`src/rtl/bt656_timing_decoder_if.sv`:
```
// BT.656 stream and decoded-timing bundle between the timing decoder and its consumers.
// master: the decoder side; slave: the downstream consumer / stream source side.
interface bt656_timing_decoder_if #(
  parameter int unsigned SAMPLE_W = 11,
  parameter int unsigned LINE_W   = 10
);
  logic [9:0]          bt656_stream_in;
  logic [9:0]          bt656_stream_out;
  logic                field;
  logic                vblank;
  logic                hblank;
  logic                active_video;
  logic                sav_pulse;
  logic                eav_pulse;
  logic [LINE_W-1:0]   line_count;
  logic [SAMPLE_W-1:0] sample_count;
  logic                trs_error;
  logic                locked;

  modport master (
    input  bt656_stream_in,
    output bt656_stream_out, field, vblank, hblank, active_video,
           sav_pulse, eav_pulse, line_count, sample_count, trs_error, locked
  );

  modport slave (
    output bt656_stream_in,
    input  bt656_stream_out, field, vblank, hblank, active_video,
           sav_pulse, eav_pulse, line_count, sample_count, trs_error, locked
  );
endinterface

```
`src/rtl/bt656_timing_decoder.sv`:
```
// BT.656 TRS detector: re-emits the stream one cycle late and produces F/V/H timing,
// line/sample counters and a lock flag aligned with the re-emitted word.
module bt656_timing_decoder #(
  parameter int unsigned SAMPLE_W   = 11,
  parameter int unsigned LINE_W     = 10,
  parameter int unsigned LOCK_LINES = 4
) (
  input  logic                   clk,
  input  logic                   reset_n,
  bt656_timing_decoder_if.master bus
);
  localparam int unsigned LOCK_W = $clog2(LOCK_LINES + 1);

  typedef enum logic [1:0] {IDLE, S_FF, S_Z1, S_Z2} state_e;

  state_e              state_q, state_d;
  logic                xy_pend_q, xy_pend_d;
  logic [9:0]          stream_q, stream_d;
  logic                field_q, field_d;
  logic                vblank_q, vblank_d;
  logic                hblank_q, hblank_d;
  logic                sav_q, sav_d;
  logic                eav_q, eav_d;
  logic                err_q, err_d;
  logic [LINE_W-1:0]   line_q, line_d;
  logic [SAMPLE_W-1:0] sample_q, sample_d;
  logic [LOCK_W-1:0]   lock_cnt_q, lock_cnt_d;
  logic                locked_q, locked_d;

  logic xy_f, xy_v, xy_h, xy_ok, sample_sat;

  // The XY word is checked one cycle after capture, from stream_q, so every
  // timing update lands on the same edge that shows the word after XY.
  always_comb begin
    xy_f       = stream_q[8];
    xy_v       = stream_q[7];
    xy_h       = stream_q[6];
    xy_ok      = stream_q[9]
               & (stream_q[5] == (xy_v ^ xy_h))
               & (stream_q[4] == (xy_f ^ xy_h))
               & (stream_q[3] == (xy_f ^ xy_v))
               & (stream_q[2] == (xy_f ^ xy_v ^ xy_h));
    sample_sat = &sample_q;
  end

  always_comb begin
    state_d    = IDLE;
    xy_pend_d  = (state_q == S_Z2);
    stream_d   = bus.bt656_stream_in;
    field_d    = field_q;
    vblank_d   = vblank_q;
    hblank_d   = hblank_q;
    sav_d      = 1'b0;
    eav_d      = 1'b0;
    err_d      = 1'b0;
    line_d     = line_q;
    sample_d   = sample_q;
    lock_cnt_d = lock_cnt_q;

    unique case (state_q)
      IDLE: state_d = (bus.bt656_stream_in == 10'h3FF) ? S_FF : IDLE;
      S_FF, S_Z1: begin
        if (bus.bt656_stream_in == 10'h000)      state_d = (state_q == S_FF) ? S_Z1 : S_Z2;
        else if (bus.bt656_stream_in == 10'h3FF) state_d = S_FF;
        else                                     state_d = IDLE;
      end
      S_Z2: state_d = IDLE;
      default: state_d = IDLE;
    endcase

    if (xy_pend_q && xy_ok) begin
      field_d  = xy_f;
      vblank_d = xy_v;
      hblank_d = xy_h;
      sample_d = '0;
      if (xy_h) begin
        eav_d = 1'b1;
        if (xy_f != field_q) line_d = '0;
        else if (!(&line_q)) line_d = line_q + LINE_W'(1);
        if (lock_cnt_q != LOCK_W'(LOCK_LINES)) lock_cnt_d = lock_cnt_q + LOCK_W'(1);
      end else begin
        sav_d = 1'b1;
      end
    end else begin
      if (!sample_sat) sample_d = sample_q + SAMPLE_W'(1);
      if (xy_pend_q) begin
        err_d      = 1'b1;
        lock_cnt_d = '0;
      end else if (sample_sat) begin
        lock_cnt_d = '0;
      end
    end

    locked_d = (lock_cnt_d == LOCK_W'(LOCK_LINES));
  end

  always_ff @(posedge clk) begin
    if (!reset_n) begin
      state_q    <= IDLE;
      xy_pend_q  <= 1'b0;
      stream_q   <= '0;
      field_q    <= 1'b0;
      vblank_q   <= 1'b1;
      hblank_q   <= 1'b1;
      sav_q      <= 1'b0;
      eav_q      <= 1'b0;
      err_q      <= 1'b0;
      line_q     <= '0;
      sample_q   <= '0;
      lock_cnt_q <= '0;
      locked_q   <= 1'b0;
    end else begin
      state_q    <= state_d;
      xy_pend_q  <= xy_pend_d;
      stream_q   <= stream_d;
      field_q    <= field_d;
      vblank_q   <= vblank_d;
      hblank_q   <= hblank_d;
      sav_q      <= sav_d;
      eav_q      <= eav_d;
      err_q      <= err_d;
      line_q     <= line_d;
      sample_q   <= sample_d;
      lock_cnt_q <= lock_cnt_d;
      locked_q   <= locked_d;
    end
  end

  assign bus.bt656_stream_out = stream_q;
  assign bus.field            = field_q;
  assign bus.vblank           = vblank_q;
  assign bus.hblank           = hblank_q;
  assign bus.active_video     = ~vblank_q & ~hblank_q;
  assign bus.sav_pulse        = sav_q;
  assign bus.eav_pulse        = eav_q;
  assign bus.line_count       = line_q;
  assign bus.sample_count     = sample_q;
  assign bus.trs_error        = err_q;
  assign bus.locked           = locked_q;
endmodule

```
`src/flat_wrapper.sv`:
```
// flat-port wrapper written by rule: the top's interface ports become plain ports
module bt656_timing_decoder_flat 
#(
  parameter int unsigned SAMPLE_W   = 11,
  parameter int unsigned LINE_W     = 10,
  parameter int unsigned LOCK_LINES = 4
)
  (clk, reset_n, bus_bt656_stream_in, bus_bt656_stream_out, bus_field, bus_vblank, bus_hblank, bus_active_video, bus_sav_pulse, bus_eav_pulse, bus_line_count, bus_sample_count, bus_trs_error, bus_locked);
  bt656_timing_decoder_if #(.SAMPLE_W(SAMPLE_W), .LINE_W(LINE_W)) bus_i ();
  input  logic clk;
  input  logic reset_n;
  input wire logic [$bits(bus_i.bt656_stream_in)-1:0] bus_bt656_stream_in;
  output wire logic [$bits(bus_i.bt656_stream_out)-1:0] bus_bt656_stream_out;
  output wire logic [$bits(bus_i.field)-1:0] bus_field;
  output wire logic [$bits(bus_i.vblank)-1:0] bus_vblank;
  output wire logic [$bits(bus_i.hblank)-1:0] bus_hblank;
  output wire logic [$bits(bus_i.active_video)-1:0] bus_active_video;
  output wire logic [$bits(bus_i.sav_pulse)-1:0] bus_sav_pulse;
  output wire logic [$bits(bus_i.eav_pulse)-1:0] bus_eav_pulse;
  output wire logic [$bits(bus_i.line_count)-1:0] bus_line_count;
  output wire logic [$bits(bus_i.sample_count)-1:0] bus_sample_count;
  output wire logic [$bits(bus_i.trs_error)-1:0] bus_trs_error;
  output wire logic [$bits(bus_i.locked)-1:0] bus_locked;
  assign bus_i.bt656_stream_in = bus_bt656_stream_in;
  assign bus_bt656_stream_out = bus_i.bt656_stream_out;
  assign bus_field = bus_i.field;
  assign bus_vblank = bus_i.vblank;
  assign bus_hblank = bus_i.hblank;
  assign bus_active_video = bus_i.active_video;
  assign bus_sav_pulse = bus_i.sav_pulse;
  assign bus_eav_pulse = bus_i.eav_pulse;
  assign bus_line_count = bus_i.line_count;
  assign bus_sample_count = bus_i.sample_count;
  assign bus_trs_error = bus_i.trs_error;
  assign bus_locked = bus_i.locked;
  bt656_timing_decoder #(.SAMPLE_W(SAMPLE_W), .LINE_W(LINE_W), .LOCK_LINES(LOCK_LINES)) u_core (.clk(clk), .reset_n(reset_n), .bus(bus_i));
endmodule
```
`config.mk`:
```
export PLATFORM = sky130hd
export DESIGN_NAME = bt656_timing_decoder_flat
export DESIGN_NICKNAME = d
export VERILOG_FILES = /design/src/rtl/bt656_timing_decoder_if.sv /design/src/rtl/bt656_timing_decoder.sv /design/src/flat_wrapper.sv
export SDC_FILE = /design/constraint.sdc
export NUM_CORES = 1
export LEC_CHECK = 0
export BUFFER_PORTS_ARGS = -buffer_cell sky130_fd_sc_hd__buf_2
export CAP_MARGIN = 10
export CELL_PAD_IN_SITES_DETAIL_PLACEMENT = 0
export CELL_PAD_IN_SITES_GLOBAL_PLACEMENT = 1
export CORE_MARGIN = 2
export CORE_UTILIZATION = 30
export CTS_CLUSTER_DIAMETER = 200
export DETAILED_ROUTE_END_ITERATION = 16
export PLACE_DENSITY = 0.6
export SLEW_MARGIN = 20
export SYNTH_ARGS = -nofsm -noshare
export SYNTH_HDL_FRONTEND = slang
export SYNTH_SLANG_ARGS = --single-unit
```
`constraint.sdc`:
```
create_clock -name clk -period 2.83 [get_ports clk]
set_clock_uncertainty 0.1 [all_clocks]
set_input_delay 0.4245 -clock clk [delete_from_list [all_inputs] [get_ports clk]]
set_output_delay 0.4245 -clock clk [all_outputs]
set_load 0.03 [all_outputs]
```
======== Word-level counts from Yosys, hierarchy flattened ========
Cells that the tools add are included.
operators by class
  add/sub/neg operators ................... 3
  mux-type cells .......................... 14
  reduce and logical (&&, ||, !) cells .... 9
  bitwise gates (word level) .............. 12
  eq/ne operators ......................... 12
operators with widths
  cell                                                                    number
  10-bit 2-to-1 mux                                                       2
  3-bit 2-to-1 mux                                                        5
  11-bit by 1-bit adder with 11-bit output (second input constant)        1
  11-bit AND reduction                                                    1
  10-bit by 1-bit adder with 10-bit output (second input constant)        1
  10-bit equality test (second input constant)                            1
  10-bit logical NOT                                                      1
  10-bit AND reduction                                                    1
  2-bit case mux with 3 select lines                                      1
  1-bit bitwise AND                                                       5
  1-bit 2-to-1 mux                                                        5
  1-bit equality test                                                     4
  2-bit equality test (second input constant)                             2
  2-bit OR reduction                                                      2
  1-bit bitwise XOR                                                       4
  3-bit by 1-bit adder with 3-bit output (second input constant)          1
  3-bit equality test (second input constant)                             1
  3-bit != test (second input constant)                                   1
  1-bit NOT                                                               3
  3-bit AND reduction                                                     1
  2-bit by 1-bit equality test with 1-bit output (second input constant)  1
  2-bit logical NOT                                                       1
  2-bit 2-to-1 mux                                                        1
  2-bit by 1-bit != test with 1-bit output (second input constant)        1
  3 further kinds                                                         3
storage, ports and cells
  bits in registers ....................... 44
  output and inout bits ................... 39
  word-level logic and storage cells ...... 63

======== Depth between registers and ports, before layout ========
Gate-level depths: netlist of the first run.
  depth in word-level cells ............... 9
  depth in mapped cells ................... 8

======== Worst setup path after synthesis of the first run ========
OpenSTA, ideal clock, no wires.
  path type ............................... reg2reg
  from .................................... reg u_core.stream_q[8] (netlist: u_core.bus.bt656_stream_out[8])
  to ...................................... reg u_core.line_q[3] (netlist: u_core.bus.line_count[3])
  arrival time ............................ 2.225 ns
  data required time ...................... 2.634 ns
  clock period less this slack ............ 2.421 ns
  stages on the path, launching flop included .. 9
  setup slack ............................. 0.409 ns
  buffers on the path ..................... 3
  cell sequence ........................... dfxtp_1 -> buf_2 -> xor2_1 -> or4_1 -> buf_2 -> a21o_1 -> or3_1 -> buf_2 -> o41ai_2
between the ends
  longest elaborated chain between the ends .. 7
  elaborated cells between the ends (all ways) .. 14
  classes of those cells .................. eq/ne (5); mux (1); bitwise (6); reduce/logical (2)
ends and longest elaborated chain
  element                        line                         RTL
  from (decl)                    bt656_timing_decoder.sv:18   logic [9:0] stream_q, stream_d;
  from (signal assigned)         bt656_timing_decoder.sv:115  stream_q <= stream_d;
  1-bit bitwise XOR              bt656_timing_decoder.sv:40   & (stream_q[4] == (xy_f ^ xy_h))
  1-bit equality test            bt656_timing_decoder.sv:40
  1-bit bitwise AND              bt656_timing_decoder.sv:40
  1-bit bitwise AND              bt656_timing_decoder.sv:41   & (stream_q[3] == (xy_f ^ xy_v))
  1-bit bitwise AND              bt656_timing_decoder.sv:42   & (stream_q[2] == (xy_f ^ xy_v ^ xy_h));
  1-bit logical AND              bt656_timing_decoder.sv:71   if (xy_pend_q && xy_ok) begin
  3-bit AND reduction (no line)  n/a
  to (signal assigned)           bt656_timing_decoder.sv:122  line_q <= line_d;
  to (decl)                      bt656_timing_decoder.sv:25   logic [LINE_W-1:0] line_q, line_d;
Parallel ways exist; a longest one is shown, timed or not.
A chain may end at the register's enable or synchronous reset.

======== Final worst setup path of the first run ========
  from .................................... reg u_core.stream_q[6] (netlist: u_core.bus.bt656_stream_out[6])
  to ...................................... reg u_core.line_q[6] (netlist: u_core.bus.line_count[6])
between the ends
  longest elaborated chain between the ends .. 8
  elaborated cells between the ends (all ways) .. 12
  classes of those cells .................. eq/ne (3); bitwise (7); reduce/logical (2)
ends and longest elaborated chain
  element                          line                        RTL
  1-bit bitwise XOR                bt656_timing_decoder.sv:39  & (stream_q[5] == (xy_v ^ xy_h))
  1-bit equality test              bt656_timing_decoder.sv:39
  1-bit bitwise AND                bt656_timing_decoder.sv:39
  1-bit bitwise AND                bt656_timing_decoder.sv:40
  1-bit bitwise AND                bt656_timing_decoder.sv:41
  1-bit bitwise AND                bt656_timing_decoder.sv:42
  1-bit logical AND                bt656_timing_decoder.sv:71
  3-bit AND reduction (no line) *  n/a
Every way passes the cells marked *; elsewhere a longest branch is shown, timed or not.

==> impl_metrics.yaml, run 1 <==
grt:
  grt_pass1_wl_um: 7920
  use_met2_pct: 19.2
  met3_usage_pct: 4.28
  grt-ovfl-total: 0
  grt_max_degree: 19
  use_met1_pct: 19.9
  grt_pass1_vias: 1602
  antenna_found_initial: 0
  grt-busiest-layer: "met1"
  globalRouteTotalUtil_pct: 13.8
pwr:
  p_per_area_nw_per_um2: 496
  finalPower_mw: 1.21
  max-vdd-ir-drop_v: 0.000211
  power_leakage_nw: 1.06
min_path:
  hold_path_end: "u_core.bus.bt656_stream_out[0]$_SDFF_PN0_"
  hp-class: "in -> reg"
  hp-start: "bus_bt656_stream_in[0]"
  hold_path_depth: 2
cts:
  cts-hold-fix-buffers: 0
  htreeDepth: 2
  cts_max_path_buffers: 2
  numCtsBuffers: 5
  post_cts_buffers: 0
  insertion_delay_ns: 0.30
  clock-root-buffer: "clkbuf_8"
  cts-resized-gates: 0
  cts_sinks: 44
  cts_tree: "done"
  path_clk_slew_ns: 0.08
logic_synthesis:
  synth_cells: 220
  yosysUniqueCellTypes: 40
  yosysSeqAreaShare_pct: 44.4
  avgSynthCellArea_um2: 9.03
  synth_top_family_by_area: "simple AND/OR/NAND/NOR gates"
  netlist_top_cells_area: "dfxtp_1 44%, and2_1 5.0%, xor2_1 4.9%, ha_1 4.4%, nor2_1 3.8%"
  yosysTopAreaCellShare_pct: 44.4
  synth_mux_area_share_pct: 1.51
  synth_simple_gate_area_share_pct: 25.0
  synth-compound-area-share_pct: 14.7
  synth_nets: 239
  synth_fa_ha_area_share_pct: 4.41
  synth_largest_area_cell: "dfxtp_1"
  synth_xor_area_share_pct: 6.62
  yosys_warnings: 0
  ys_ff_latch: 44
  netlist_area_um2: 1990
placement:
  hpwlAfterDp_um: 3550
  port_buffers: 50
  post-place-ws_ns: 0.534
  place.gp.congestion: 0.747
critical_path:
  path_buf_inv: 0
  cp.arrival_ns: 2.42
  r2r_slack_ns: 0.52
  cp_cell_sequence: "xor2_1 -> or4_1 -> a21o_1 -> or3_1 -> o41ai_2"
  startpoint: "u_core.bus.bt656_stream_out[6]$_SDFF_PN0_"
  max_stage_delay_ns: 0.58
  r2r_cells: 5
  crit_path_max_fanout: 7
  start_kind: "flip-flop"
  regToRegStartpoint: "u_core.bus.bt656_stream_out[6]$_SDFF_PN0_"
  r2r-end: "u_core.bus.line_count[6]$_SDFFE_PN0P_"
  cp-end-kind: "flip-flop"
  critPathRequiredTime_ns: 2.94
  slowest_stage: "or4_1"
  cp.depth: 5
  crit_type: "reg -> reg"
  crit_family: "simple AND/OR/NAND/NOR gates"
drt:
  routed_wl_um: 4860
  first_iter_violations: 46
  post_drt_wl_per_cell_um: 13.8
  vias: 1754
  vias_per_cell: 5.00
  first_pass_iters: 4
  drc_errors: 0
  antenna_left: 0
sta:
  fin_crit_sh_pct: 81.7
  fmax_mhz: 433
  worst_slack_ns: 0.519
  whs_ns: 0.259
  fin_crit_ns: 2.31
  rsz0062_at_grt: "no"
  drv_slew: 0
  setup_tns_ns: 0
  hold_viol: 0
  tightest_slew_ns: 0.625
  setup_viol_count_final: 0
  relSlewSlack_pct: 58.2
die:
  die_h_um: 85.4
  io_pins: 51
  rows: 29
  start_util_pct: 31.1
  core_area_um2: 6390
  dieArea_um2: 7290
  die_x_um: 85.4
layout:
  antenna_cells: 0
  final_nets: 292
  fillers: 685
  area_growth_pct: 23.1
  fin_util_pct: 38.3
  layout-drive-gt1-share_pct: 24.1
job:
  drv_cap: 0
outcome:
  status: "completed"
==> worst max-delay path by stage <==
stage	end	slack (ns)
2_1_floorplan	u_core.bus.line_count[3]$_SDFFE_PN0P_	0.41
3_5_place_dp	u_core.bus.line_count[6]$_SDFFE_PN0P_	0.53
3_3_place_gp	u_core.bus.line_count[6]$_SDFFE_PN0P_	0.57
6_report	u_core.bus.line_count[6]$_SDFFE_PN0P_	0.52
5_1_grt	u_core.bus.line_count[6]$_SDFFE_PN0P_	0.30
4_1_cts	u_core.bus.line_count[6]$_SDFFE_PN0P_	0.51
==> area by class of cell <==
cell class / instances / area [um^2] / area share, %
multi-input combinational: 159 / 1040 / 42.4
clock buffer: 6 / 72.6 / 2.97
timing repair buffer: 56 / 295 / 12.1
clock inverter: 2 / 35.0 / 1.43
inverter: 7 / 26.3 / 1.08
tap: 77 / 96.3 / 3.94
sequential: 44 / 881 / 36.0
==> through the flow <==
stage	area, um^2	std cells
6_report	2440	351
5_1_grt	2440	351
4_1_cts	2440	351
3_5_place_dp	2340	343
3_3_place_gp	2340	343
2_1_floorplan	1990	220
==> cell usage after synthesis, drive strengths merged <==
cell	number
xor2	11
and4	2
mux2i	3
o21ai	9
clkbuf	7
inv	7
a21o	1
nand2	17
o211ai	1
a22o	1
nand3b	2
a211oi	2
or4	2
ha	7
nor2	20
nor3	6
o31ai	1
xnor2	4
o22ai	1
nand4b	1
a21oi	10
and3	5
dfxtp	44
o221a	1
buf	3
or3	2
o41ai	2
nor4	2
and4b	1
a31oi	1
nand3	8
o311ai	6
o31a	1
nor4b	1
nor2b	1
and2	16
nand4	8
a221o	1
a41oi	2
==> logic make-up after synthesis <==
family          count (synthesis)
flops                          44
mux                             3
compound gates                 40
buf+inv                        17
simple gates                   94
xor+xnor                       15
fa+ha+maj                       7
==> cell usage in the layout, fill, tap and decap left out, drive strengths merged, types with 2 or more instances in the layout <==
master | netlist | layout
buf | 3 | 56
dfxtp | 44 | 44
nor2 | 20 | 20
nand2 | 17 | 17
and2 | 16 | 16
xor2 | 11 | 11
a21oi | 10 | 10
o21ai | 9 | 9
nand4 | 8 | 8
nand3 | 8 | 8
inv | 7 | 7
ha | 7 | 7
nor3 | 6 | 6
o311ai | 6 | 6
clkbuf | 7 | 6
and3 | 5 | 5
xnor2 | 4 | 4
mux2i | 3 | 3
nor4 | 2 | 2
and4 | 2 | 2
or4 | 2 | 2
or3 | 2 | 2
o41ai | 2 | 2
nand3b | 2 | 2
a41oi | 2 | 2
a211oi | 2 | 2
==> report_power, final <==
part / total (mW) / internal (mW) / switching [mW]
registers: 0.642 / 0.630 / 0.0120
clock network: 0.476 / 0.262 / 0.214
logic: 0.0934 / 0.0320 / 0.0614
total: 1.21 / 0.924 / 0.287
==> layer usage <==
layer | share of wire [%] | vias to the layer above
met2 | 44 | 31
met3 | 3.8 | 6
li1 | - | 893
met1 | 51 | 824
met4 | 1.6 | 0
met5 | 0 | -
==> registers in the layout, summed over array words and instances (netlist names) <==
name / cells
u_core.xy_pend_q: 1
u_core.bus.sample_count: 11
u_core.bus.bt656_stream_out: 10
u_core.bus.vblank: 1
u_core.bus.hblank: 1
u_core.lock_cnt_q: 3
u_core.bus.field: 1
u_core.bus.trs_error: 1
u_core.bus.line_count: 10
u_core.bus.sav_pulse: 1
u_core.bus.eav_pulse: 1
u_core.bus.locked: 1
u_core.state_q: 2
Note: power is estimated with default switching activity, not from simulation.
==> run 2: changes to the inputs <==
ABC_AREA = 1   (was unset)
PLACE_DENSITY = 0.65   (was 0.6)
clock period = 1.95 ns   (was 2.83 ns; I/O delays follow)
==> run 2 against run 1 <==
  * Clock-buffer cell count decreased by 1
  * First-iteration DRC count is 50% higher
  * Global-route usage decreased by 0.52 points
  * Die area up 9.4%
  * Synthesized cell count increased by 45%
  * Setup slack worse by 0.31 ns
  * Total power is 45% higher
  * Critical path depth rose by 5
  * Cell count increased by 36%
  * Sequential power increased by 45%
  * Register-to-register slack worse by 0.31 ns
  * Combinational power grew 67%
  * Largest power group unchanged
==> impl_metrics.yaml, run 2 <==
outcome:
  status: "completed"
logic_synthesis:
  yosysUniqueCellTypes: 28
  avgSynthCellArea_um2: 6.86
  synth_largest_area_cell: "dfxtp_1"
  yosys_warnings: 0
  ys_ff_latch: 44
  yosysTopAreaCellShare_pct: 40.4
  netlist_area_um2: 2180
  yosysSeqAreaShare_pct: 40.4
  synth_nets: 337
  synth.most_common_cell: "nand2_1"
  async_reset_ff_share_pct: 0
  netlist_top_cells_area: "dfxtp_1 40%, nand2_1 14%, inv_1 8.6%, nor2_1 6.7%, nand3_1 6.2%"
  synth_edf_count: 0
  synthTopCellsByCount: "80 x nand2_1, 50 x inv_1, 44 x dfxtp_1"
  synth_cells: 318
  synthFlopType: "dfxtp_1"
die:
  die_h_um: 89.3
  start_util_pct: 30.6
  core_area_um2: 7140
  rows: 31
  die_x_um: 89.3
  dieArea_um2: 7970
  io_pins: 51
layout:
  multiInputGateArea_um2: 1080
  final_nets: 399
  postLayoutCellArea_um2: 2710
  layout-drive-gt1-share_pct: 21.9
  largest_register_ffs: 11
  seq_area_um2: 882
  fillers: 809
  final_common_cell: "nand2_1"
  antenna_cells: 0
  fin_util_pct: 38.0
  area_growth_pct: 24.1
  stdcell_count: 478
  layout_common_cells: "79 x nand2_1, 50 x buf_2, 49 x inv_1"
sta:
  worst_slack_ns: 0.212
  fin_crit_sh_pct: 89.1
  fin_crit_ns: 1.74
  setup_viol_count_final: 0
  drv_slew: 0
  rsz0062_at_grt: "no"
  hold_viol: 0
  fmax_mhz: 576
  whs_ns: 0.108
  tightest_slew_ns: 0.337
  setup_tns_ns: 0
  relSlewSlack_pct: 77.4
placement:
  post-place-ws_ns: 0.0758
  port_buffers: 50
  placed_area_um2: 2590
  place.gp.congestion: 0.801
  hpwlAfterDp_um: 3880
  place_inst: 472
critical_path:
  crit_path_max_fanout: 12
  crit_type: "reg -> reg"
  crit_family: "simple AND/OR/NAND/NOR gates"
  slowest_stage: "dfxtp_1"
  cp_cell_sequence: "ha_1 -> nand2_1 -> nor2_1 -> nand2_1 -> nor2_1 -> nand2_1 -> nand4_2 -> buf_4 -> nand2_1 -> a21oi_1"
  cp-end-kind: "flip-flop"
  r2r_slack_ns: 0.21
  path_buf_inv: 1
  cp_common_cell: "nand2_1"
  max_stage_delay_ns: 0.38
  cp.arrival_ns: 1.86
  start_kind: "flip-flop"
  critPathRequiredTime_ns: 2.07
cts:
  path_clk_slew_ns: 0.08
  insertion_delay_ns: 0.29
  post_cts_buffers: 0
  cts_sinks: 44
  cts_tree: "done"
  htreeDepth: 2
  clock-root-buffer: "clkbuf_8"
  numCtsBuffers: 5
  cts_max_path_buffers: 2
drt:
  antenna_left: 0
  vias_per_cell: 4.32
  post_drt_wl_per_cell_um: 10.4
  vias: 2065
  first_pass_iters: 4
  drc_errors: 0
  routed_wl_um: 4990
  first_iter_violations: 69
grt:
  grt_pass1_vias: 1797
  grt_max_degree: 15
  globalRouteTotalUtil_pct: 13.3
  grt_pass1_wl_um: 8140
  antenna_found_initial: 0
  grt-ovfl-total: 0
min_path:
  hp-class: "in -> reg"
pwr:
  finalPower_mw: 1.76
  power_leakage_nw: 1.37
  max-vdd-ir-drop_v: 0.000280
  p_per_area_nw_per_um2: 648
job:
  drv_cap: 0
-- run 2: layout make-up --
type | instances | area share (%)
Multi-Input combinational cell | 216 | 39.7
Sequential cell | 44 | 32.6
Timing Repair Buffer | 61 | 12.3
Inverter | 52 | 7.21
Tap cell | 99 | 4.57
Clock buffer | 5 | 2.54
Clock inverter | 1 | 1.11
-- run 2: kinds of logic after synthesis --
group | count (synthesis) | synth area share (%)
flip-flops | 44 | 40.4
adder cells (fa/ha/maj) | 7 | 4.01
AO/OA/AOI/OAI | 35 | 8.20
XOR/XNOR | 7 | 3.15
AND/OR/NAND/NOR | 167 | 33.3
buffers and inverters | 58 | 11.0
-- run 2: worst paths after layout --
path,from,end,cells past startpoint
min reg2reg,u_core.bus.sample_count[10]$_SDFFE_PP0N_,u_core.bus.sample_count[10]$_SDFFE_PP0N_,2
min,bus_bt656_stream_in[1],u_core.bus.bt656_stream_out[1]$_SDFF_PN0_,3
max,u_core.bus.line_count[1]$_SDFFE_PN0P_,u_core.bus.line_count[3]$_SDFFE_PN0P_,10
max reg2reg,u_core.bus.line_count[1]$_SDFFE_PN0P_,u_core.bus.line_count[3]$_SDFFE_PN0P_,10
-- run 2: what timing repair did --
item                       in CTS  in global routing
setup endpoints to repair       0                 11
gates resized for setup         0                  5
hold buffers                    0                  0
-- run 2: worst min-delay path, stage by stage --
cell	delay, ns
buf_2	0.09
nand2_1	0.05
inv_1	0.04
-- run 2: power by group --
| part | switching, mW | internal [mW] | leakage (nW) | total [mW] |
|---|---|---|---|---|
| logic | 0.103 | 0.0527 | 0.958 | 0.156 |
| clock network | 0.300 | 0.368 | 0.0501 | 0.667 |
| registers | 0.0183 | 0.914 | 0.358 | 0.933 |
| total | 0.421 | 1.33 | 1.37 | 1.76 |
-- run 2: per-layer routing --
metal  part of all wire [%]  global-route usage [%]  vias up
met1                     48                    17.1      906
li1                       -                       -     1116
met4                    1.4                    5.29        0
met3                    5.0                    3.51        4
met5                      0                       0        -
met2                     46                    21.1       39
==> run 3: changes to the inputs <==
PLACE_DENSITY = unset   (was 0.65)
PLACE_DENSITY_LB_ADDON = 0.1   (was unset)
==> run 3 against run 2 <==
  * Non-clock buffer count is the same
  * Sequential cell count is the same
  * Global-route usage grew 1.1 points
  * Critical endpoint is now u_core.bus.locked$_SDFF_PN0_
  * Register-to-register slack gained 0.02 ns
  * Routed wire length grew 7.0%
  * Die area is the same
  * Clock power shrank 11%
  * Via count grew 1.7%
  * Sequential power is essentially flat
  * Design area shrank 0.42%
==> impl_metrics.yaml, run 3 (synthesized netlist as in run 2, its figures left out) <==
sta:
  fin_crit_ns: 1.72
  setup_tns_ns: 0
  fin_crit_sh_pct: 88.2
  whs_ns: 0.115
  hold_viol: 0
  fmax_mhz: 581
  setup_viol_count_final: 0
  worst_slack_ns: 0.230
  drv_slew: 0
  tightest_slew_ns: 0.310
  relSlewSlack_pct: 79.3
  rsz0062_at_grt: "no"
layout:
  largest_register_ffs: 11
  postLayoutCellArea_um2: 2700
  final_common_cell: "nand2_1"
  fin_util_pct: 37.8
  area_growth_pct: 23.6
  final_nets: 399
  layout-drive-gt1-share_pct: 22.6
  antenna_cells: 0
  layout_common_cells: "78 x nand2_1, 50 x inv_1, 50 x buf_2"
die:
  io_pins: 51
  die_x_um: 89.3
  die_h_um: 89.3
  start_util_pct: 30.6
  dieArea_um2: 7970
  core_area_um2: 7140
  rows: 31
drt:
  dr_wl_met3_um: 161
  vias: 2100
  route.met2.wl_um: 2610
  drc_errors: 0
  first_pass_iters: 4
  met1Wirelength_um: 2500
  topRoutingLayerUsed: "met4"
  first_iter_violations: 56
  routed_wl_um: 5340
  antenna_left: 0
  post_drt_wl_per_cell_um: 11.1
  vias_per_cell: 4.38
outcome:
  status: "completed"
critical_path:
  startpoint: "u_core.bus.sample_count[0]$_SDFFE_PP0N_"
  critPathRequiredTime_ns: 2.09
  regToRegStartpoint: "u_core.bus.sample_count[0]$_SDFFE_PP0N_"
  crit_path_max_fanout: 12
  cp-end-kind: "flip-flop"
  start_kind: "flip-flop"
  crit_type: "reg -> reg"
  cp.arrival_ns: 1.86
grt:
  grt_pass1_vias: 1959
  grt_max_degree: 16
  grt-ovfl-total: 0
  grt_pass1_wl_um: 8910
  globalRouteTotalUtil_pct: 14.3
  antenna_found_initial: 0
cts:
  htreeDepth: 2
  numCtsBuffers: 5
  clock-root-buffer: "clkbuf_8"
  insertion_delay_ns: 0.29
  cts_sinks: 44
  path_clk_slew_ns: 0.08
  cts-hold-fix-buffers: 0
  cts_tree: "done"
  cts_max_path_buffers: 2
placement:
  post-place-ws_ns: 0.109
  hpwlAfterDp_um: 4110
  port_buffers: 50
  placed_area_um2: 2590
  place.gp.congestion: 0.815
job:
  drv_cap: 0
min_path:
  hp-class: "in -> reg"
  hp-start: "bus_bt656_stream_in[1]"
pwr:
  p_per_area_nw_per_um2: 624
  power_leakage_nw: 1.33
  max-vdd-ir-drop_v: 0.000283
## run 3: cell types whose count changed in the layout (fill, tap and decap cells not counted), moves of 2 or more
cell      delta
clkbuf_1     +2
nand2_2      +2
nor2_1       -2
nor2_2       +2
## run 3: layout make-up
| cell class | instances | area (um^2) |
|---|---|---|
| Fill cell | 801 | 4440 |
| Multi-Input combinational cell | 216 | 1070 |
| Sequential cell | 44 | 883 |
| Timing Repair Buffer | 61 | 333 |
| Inverter | 52 | 195 |
| Tap cell | 99 | 124 |
| Clock buffer | 8 | 90.1 |
## run 3: report_power, final
group	internal [mW]	switching, mW
sequential	0.914	0.0170
clock	0.289	0.304
combinational	0.0518	0.106
## run 3: worst paths after layout
| kind | to | slack (ns) | cells past startpoint |
|---|---|---|---|
| hold reg to reg | u_core.bus.sample_count[10]$_SDFFE_PP0N_ | 0.39 | 2 |
| setup reg to reg | u_core.bus.locked$_SDFF_PN0_ | 0.23 | 9 |
| setup / recovery | u_core.bus.locked$_SDFF_PN0_ | 0.23 | 9 |
| hold / removal | u_core.bus.bt656_stream_out[1]$_SDFF_PN0_ | 0.12 | 3 |
## run 3: per-stage QoR
| stage | total power [mW] | cells |
|---|---|---|
| 6_report | 1.68 | 480 |
| 5_1_grt | 1.78 | 480 |
| 3_5_place_dp | 1.11 | 472 |
| 4_1_cts | 1.73 | 480 |
| 3_3_place_gp | 1.11 | 472 |
| 2_1_floorplan | 1.05 | 318 |
## run 3: critical path, cell delays in order (launching register included)
cell and delay (ns):
dfxtp_1 0.41, ha_1 0.27, nand3_1 0.14, nor3_2 0.17, nand2_2 0.21, nand2_1 0.10, nand2_1 0.05, inv_1 0.07
nand2_1 0.06, nor2_1 0.07
## run 3: routing by layer
metal	vias to the layer above	GRT usage, %
met3	4	3.14
met5	-	0
met4	0	4.75
met1	952	17.7
li1	1117	-
met2	27	24.8
## run 3: repair_timing
action,in CTS,in global routing
gates resized for setup,0,6
setup buffers,0,0
setup endpoints to repair,0,18
